## src/rtl/cskip_pkg.sv

```systemverilog
// Shared definitions for the pipelined carry-skip adder/subtractor:
// operation mode encoding and the elaboration-time parameter check.
package cskip_pkg;

    typedef enum logic {
        ADD = 1'b0,
        SUB = 1'b1
    } mode_e;

    // True when the width splits evenly into STAGES slices of whole
    // BLOCK-bit skip blocks, with at least one block per stage.
    function automatic bit legal_cfg(input int width, input int block, input int stages);
        if (width < 1 || block < 1 || stages < 1) return 1'b0;
        if ((width % (block * stages)) != 0) return 1'b0;
        return (stages <= (width / block));
    endfunction

endpackage

```

## src/rtl/cskip_block.sv

```systemverilog
// One carry-skip block: BLOCK-bit ripple adder whose carry out bypasses the
// ripple chain when every bit of the block propagates.
module cskip_block #(
    parameter int BLOCK = 4
) (
    input  logic [BLOCK-1:0] a,
    input  logic [BLOCK-1:0] b,
    input  logic             ci,
    output logic [BLOCK-1:0] s,
    output logic             co
);

    logic [BLOCK-1:0] w_p;
    logic [BLOCK:0]   w_c;

    assign w_p = a ^ b;

    // Ripple the carry bit by bit through the block.
    // NOTE: w_c[0] is set first and the loop writes every remaining bit on
    // each evaluation, so no latch can be inferred.
    always_comb begin
        w_c[0] = ci;
        for (int i = 0; i < BLOCK; i++) begin
            w_c[i+1] = (a[i] & b[i]) | (w_p[i] & w_c[i]);
        end
    end

    assign s  = w_p ^ w_c[BLOCK-1:0];
    // When the whole block propagates, the incoming carry skips straight out.
    assign co = (&w_p) ? ci : w_c[BLOCK];

endmodule

```

## src/rtl/cskip_adder_pipe.sv

```systemverilog
// Pipelined carry-skip adder/subtractor with valid/ready handshake.
// Stage k adds bit slice k; higher operand slices ride forward in the
// stage registers while finished low result slices accumulate beside them,
// so the final stage register holds the realigned full-width sum.
module cskip_adder_pipe
    import cskip_pkg::*;
#(
    parameter int WIDTH  = 32,
    parameter int BLOCK  = 4,
    parameter int STAGES = 2
) (
    input  logic             clk,
    input  logic             rst,
    input  logic             in_valid,
    output logic             in_ready,
    input  logic [WIDTH-1:0] a,
    input  logic [WIDTH-1:0] b,
    input  logic             sub,
    input  logic             cin,
    output logic             out_valid,
    input  logic             out_ready,
    output logic [WIDTH-1:0] sum,
    output logic             cout,
    output logic             ovf
);

    localparam int SLICE = WIDTH / STAGES;
    localparam int NBLK  = SLICE / BLOCK;

    if (!legal_cfg(WIDTH, BLOCK, STAGES)) begin : g_bad_cfg
        $error("cskip_adder_pipe: illegal WIDTH/BLOCK/STAGES combination");
    end

    logic             w_advance;
    logic             w_sub;
    logic             w_cin_eff;
    logic [WIDTH-1:0] w_b_eff;

    // The whole pipeline moves as one unless a finished result is waiting.
    assign w_advance = ~out_valid | out_ready;
    assign in_ready  = w_advance;

    // Subtraction is a + ~b + 1; the external carry-in only matters for add.
    assign w_sub     = (mode_e'(sub) == SUB);
    assign w_b_eff   = w_sub ? ~b : b;
    assign w_cin_eff = w_sub | cin;

    for (genvar k = 0; k < STAGES; k++) begin : g_stage
        logic [SLICE-1:0]         w_as;
        logic [SLICE-1:0]         w_bs;
        logic [SLICE-1:0]         w_ss;
        logic                     w_ci;
        logic                     w_vi;
        logic                     w_co;
        logic [(k+1)*SLICE-1:0]   w_so;
        logic [(k+1)*SLICE-1:0]   r_s;
        logic                     r_c;
        logic                     r_v;

        if (k == 0) begin : g_src
            assign w_as = a[SLICE-1:0];
            assign w_bs = w_b_eff[SLICE-1:0];
            assign w_ci = w_cin_eff;
            assign w_vi = in_valid;
            assign w_so = w_ss;
        end else begin : g_src
            assign w_as = g_stage[k-1].g_hi.r_ahi[SLICE-1:0];
            assign w_bs = g_stage[k-1].g_hi.r_bhi[SLICE-1:0];
            assign w_ci = g_stage[k-1].r_c;
            assign w_vi = g_stage[k-1].r_v;
            assign w_so = {w_ss, g_stage[k-1].r_s};
        end

        for (genvar j = 0; j < NBLK; j++) begin : g_blk
            logic w_bci;
            logic w_bco;

            if (j == 0) begin : g_ci
                assign w_bci = w_ci;
            end else begin : g_ci
                assign w_bci = g_blk[j-1].w_bco;
            end

            cskip_block #(
                .BLOCK (BLOCK)
            ) u_block (
                .a  (w_as[j*BLOCK +: BLOCK]),
                .b  (w_bs[j*BLOCK +: BLOCK]),
                .ci (w_bci),
                .s  (w_ss[j*BLOCK +: BLOCK]),
                .co (w_bco)
            );
        end

        assign w_co = g_blk[NBLK-1].w_bco;

        // Stage register: valid bit always follows its slot; data only
        // loads with a real operand so outputs hold across bubbles.
        // NOTE: non-blocking assignments let every stage sample its
        // predecessor's pre-edge value regardless of evaluation order.
        // NOTE: data registers are reset as well so sum/cout/ovf read 0
        // after reset, not only the valid bit.
        always_ff @(posedge clk or negedge rst) begin
            if (!rst) begin
                r_v <= 1'b0;
                r_c <= 1'b0;
                r_s <= '0;
            end else if (w_advance) begin
                r_v <= w_vi;
                if (w_vi) begin
                    r_s <= w_so;
                    r_c <= w_co;
                end
            end
        end

        if (k < STAGES - 1) begin : g_hi
            localparam int HI = WIDTH - (k + 1) * SLICE;
            logic [HI-1:0] w_ahi;
            logic [HI-1:0] w_bhi;
            logic [HI-1:0] r_ahi;
            logic [HI-1:0] r_bhi;

            if (k == 0) begin : g_hsrc
                assign w_ahi = a[WIDTH-1:SLICE];
                assign w_bhi = w_b_eff[WIDTH-1:SLICE];
            end else begin : g_hsrc
                assign w_ahi = g_stage[k-1].g_hi.r_ahi[HI+SLICE-1:SLICE];
                assign w_bhi = g_stage[k-1].g_hi.r_bhi[HI+SLICE-1:SLICE];
            end

            // Carry the not-yet-added operand slices forward with the slot.
            always_ff @(posedge clk or negedge rst) begin
                if (!rst) begin
                    r_ahi <= '0;
                    r_bhi <= '0;
                end else if (w_advance && w_vi) begin
                    r_ahi <= w_ahi;
                    r_bhi <= w_bhi;
                end
            end
        end

        if (k == STAGES - 1) begin : g_ovf
            logic w_cmsb;
            logic r_ovf;

            // Carry into the MSB recovered from the MSB sum bit and operands.
            assign w_cmsb = w_ss[SLICE-1] ^ w_as[SLICE-1] ^ w_bs[SLICE-1];

            // Signed overflow flag, registered alongside the final slice.
            always_ff @(posedge clk or negedge rst) begin
                if (!rst) begin
                    r_ovf <= 1'b0;
                end else if (w_advance && w_vi) begin
                    r_ovf <= w_cmsb ^ w_co;
                end
            end
        end
    end

    assign out_valid = g_stage[STAGES-1].r_v;
    assign sum       = g_stage[STAGES-1].r_s;
    assign cout      = g_stage[STAGES-1].r_c;
    assign ovf       = g_stage[STAGES-1].g_ovf.r_ovf;

endmodule

```

## config.mk

```make
export PLATFORM = sky130hd
export DESIGN_NAME = cskip_adder_pipe
export DESIGN_NICKNAME = d
export VERILOG_FILES = /design/src/rtl/cskip_pkg.sv /design/src/rtl/cskip_block.sv /design/src/rtl/cskip_adder_pipe.sv
export SDC_FILE = /design/constraint.sdc
export NUM_CORES = 1
export LEC_CHECK = 0
export ABC_AREA = 0
export CAP_MARGIN = 25
export CORE_AREA = 3 3 107 129
export CTS_CLUSTER_DIAMETER = 150
export DETAILED_ROUTE_END_ITERATION = 6
export DIE_AREA = 0 0 110 132
export PLACE_DENSITY = 0.61
export SETUP_SLACK_MARGIN = 0.3
export SLEW_MARGIN = 0
export SYNTH_ARGS = -nofsm -noshare
export SYNTH_HDL_FRONTEND = slang
export SYNTH_HIERARCHICAL = 1
export SYNTH_SLANG_ARGS = --single-unit
```

## constraint.sdc

```tcl
create_clock -name clk -period 13.3 [get_ports clk]
set_input_delay 2.66 -clock clk [delete_from_list [all_inputs] [get_ports clk]]
set_output_delay 2.66 -clock clk [all_outputs]
set_load 0.005 [all_outputs]
```

==> results_dict.tcl <==
set metrics [dict create \
    yosys.area.top_type_share_pct 42.5 \
    crit_top_cell "fa_1" \
    start_util_pct 39.5 \
    cp.arrival_ps 9560 \
    setup_viol 0 \
    powerDensity_mw_per_mm2 169 \
    final_cell_area_mm2 0.00651 \
    final_hold_viol_count 0 \
    dp_hpwl_um 6680 \
    synth_xor_area_share_pct 6.12 \
    antenna_found_initial 0 \
    clk_latency_ps 330 \
    path_clk_slew_ps 60 \
    period_minus_slack_ps 9350 \
    seq_area_frac_synth_pct 42.5 \
    die_h_um 132 \
    place_congestion 0.804 \
    io_buffers 105 \
    syn_area_mm2 0.00501 \
    placed_area_mm2 0.00615 \
    drt_wl_total_um 9100 \
    ys_types 18 \
    cts_resized 0 \
    endpoint_kind "register" \
    fillerInstances 1180 \
    synth_area_leaders "dfrtp_1 42%, mux2_2 18%, fa_1 13%, ha_1 8.0%, xor2_1 5.8%" \
    yosys.area_share.simple_pct 1.92 \
    cts_tree "done" \
    stdcell_count 648 \
    placed_cells_incl_taps 632 \
    post-cts-setup-buffers 0 \
    route.vias.total 2870 \
    h-tree-depth 3 \
    grt_usage_pct 13.6 \
    synth_top_family_by_area "adder cells" \
    grt_max_degree 63 \
    wire_per_inst_um 14.0 \
    max-vdd-ir-drop_uv 86.2 \
    cts.sinks 85 \
    finalSetupTns_ps 0 \
    postSynthAreaPerCell_um2 13.4 \
    finClkSkew_ps 6.03 \
    synth_mux_area_share_pct 20.4 \
    drt-vias-per-instance 4.43 \
    slowest_stage "buf_2" \
    cts_buffer_depth 2 \
    grt_pass1_wl_um 15500 \
    detail-route-antenna-nets 0 \
    relSlewSlack_pct 38.0 \
    core_mm2 0.0127 \
    crit_family "adder cells" \
    worst_ep_required_time_ps 13510 \
    synth_edf_count 0 \
    finalCritPeriodShare_pct 70.3 \
    cts_root_buf "clkbuf_16" \
    dieArea_mm2 0.0145 \
    drive_above_1_share_pct 21.9 \
    max_stage_delay_ps 700 \
    drcViolationCount 0 \
    rsz0062_at_grt "no" \
    synthAdderAreaFrac_pct 20.8 \
    overflow 0 \
    layout_common_cells "103 x clkdlybuf4s50_1, 85 x dfrtp_1, 81 x mux2_2, 73 x inv_1, 33 x xor2_1" \
    ys.flop_type "dfrtp_1" \
    syn-num-nets 508 \
    max-cap-violations 0 \
    hold_class "register to register" \
    worstSetupStartpointType "input pin" \
    hold_buffers 0 \
    cts_buffers 9 \
    criticalPathCategory "input pin to register" \
    p_leak_nw 3.07 \
    fin_util_pct 51.4 \
    max_freq_mhz 107 \
    first_pass_iters 4 \
    dr.first_iter.drc_count 53 \
    synth_warnings 6 \
    synthArstFlopShare_pct 100 \
    num_rows 45 \
    synth_largest_area_cell "dfrtp_1" \
    diodes 0 \
    first_global_vias 3219 \
    syn_inst 374 \
    power_w 0.00110 \
    synth_compound_area_share_pct 0.100 \
    cp_max_fo 33 \
    area_growth_pct 30.0 \
    tightestPinTransition_ps 930 \
    design.portCount 106 \
    die_w_um 110 \
    layout_commonest_cell "clkdlybuf4s50_1" \
    finalMaxSlewViolations 0 \
    crit_buf_inv 14 \
    final_nets 613 \
    ys_ff_latch 85 \
    status "completed" \
]
layer usage:
metal	vias up	wire length, um	global-route usage, %
li1	1374	-	-
met1	1395	3970	17.9
met2	87	4180	20.7
met3	14	785	4.85
met4	0	165	4.85
met5	-	0	0
synth_stat cells, types with 3 or more instances:
master and number:
buf_6 7, clkbuf_8 3, dfrtp_1 85, fa_1 32
ha_1 32, inv_1 73, mux2_2 81, mux2i_1 8
nand4_1 8, xor2_1 33
registers in the layout, summed over array words and instances, names as in the netlist:
register and flops:
ovf 1, out_valid 1, g_stage.r_v 1, g_stage.g_hi.r_bhi 16, g_stage.r_c 1, g_stage.g_hi.r_ahi 16
sum 32, g_stage.r_s 16, cout 1
power by group:
group,switching (W),internal [W],total (W)
registers,0.0000567,0.000354,0.000411
clock network,0.000101,0.000194,0.000295
logic,0.000147,0.000249,0.000397
total,0.000305,0.000798,0.00110
path summary, 6_finish.rpt:
kind | from | endpoint | cells after the start | slack [ps]
hold reg to reg | g_stage[0].r_s[0] | g_stage[0].r_s[0] | 1 | 500
min in group asynchronous | rst | g_stage[0].g_hi.r_bhi[11] | 1 | 2230
hold / removal | g_stage[0].r_s[0] | g_stage[0].r_s[0] | 1 | 500
setup reg to reg | g_stage[0].g_hi.r_ahi[0] | ovf | 35 | 6390
setup / recovery | sub | g_stage[0].r_s[15] | 35 | 3950
max in group asynchronous | rst | g_stage[0].r_s[9] | 2 | 10450
metrics by stage:
stage	hold WS (ps)	worst slack, ps
after floorplan	475	4500
after global placement	485	3690
after detailed placement	490	3560
after CTS	505	3910
after global routing	516	3440
final	502	3950
cells by family (layout without fill, tap and decap cells):
logic type               count (synthesis)  in the layout
AO/OA/AOI/OAI                            1              1
XOR/XNOR                                35             35
adder cells (fa/ha/maj)                 64             64
buffers and inverters                   85            195
flip-flops                              85             85
multiplexers                            91             91
AND/OR/NAND/NOR                         13             13
worst reg2reg max path, delay by kind of cell, from the launching register on:
kind / cells / cell delay, ps
flip-flops: 1 / 380
XOR/XNOR: 2 / 290
adder cells (fa/ha/maj): 16 / 4320
buffers and inverters: 12 / 860
multiplexers: 5 / 930
final cells by class:
| type | count | area [um^2] | share of cell area [%] |
|---|---|---|---|
| Clock buffer | 11 | 253 | 3.88 |
| Clock inverter | 5 | 106 | 1.63 |
| Inverter | 73 | 274 | 4.21 |
| Multi-Input combinational cell | 204 | 2470 | 38.0 |
| Sequential cell | 85 | 2130 | 32.7 |
| Tap cell | 164 | 205 | 3.15 |
| Timing Repair Buffer | 106 | 1070 | 16.5 |
(Power assumes the default switching activity.)
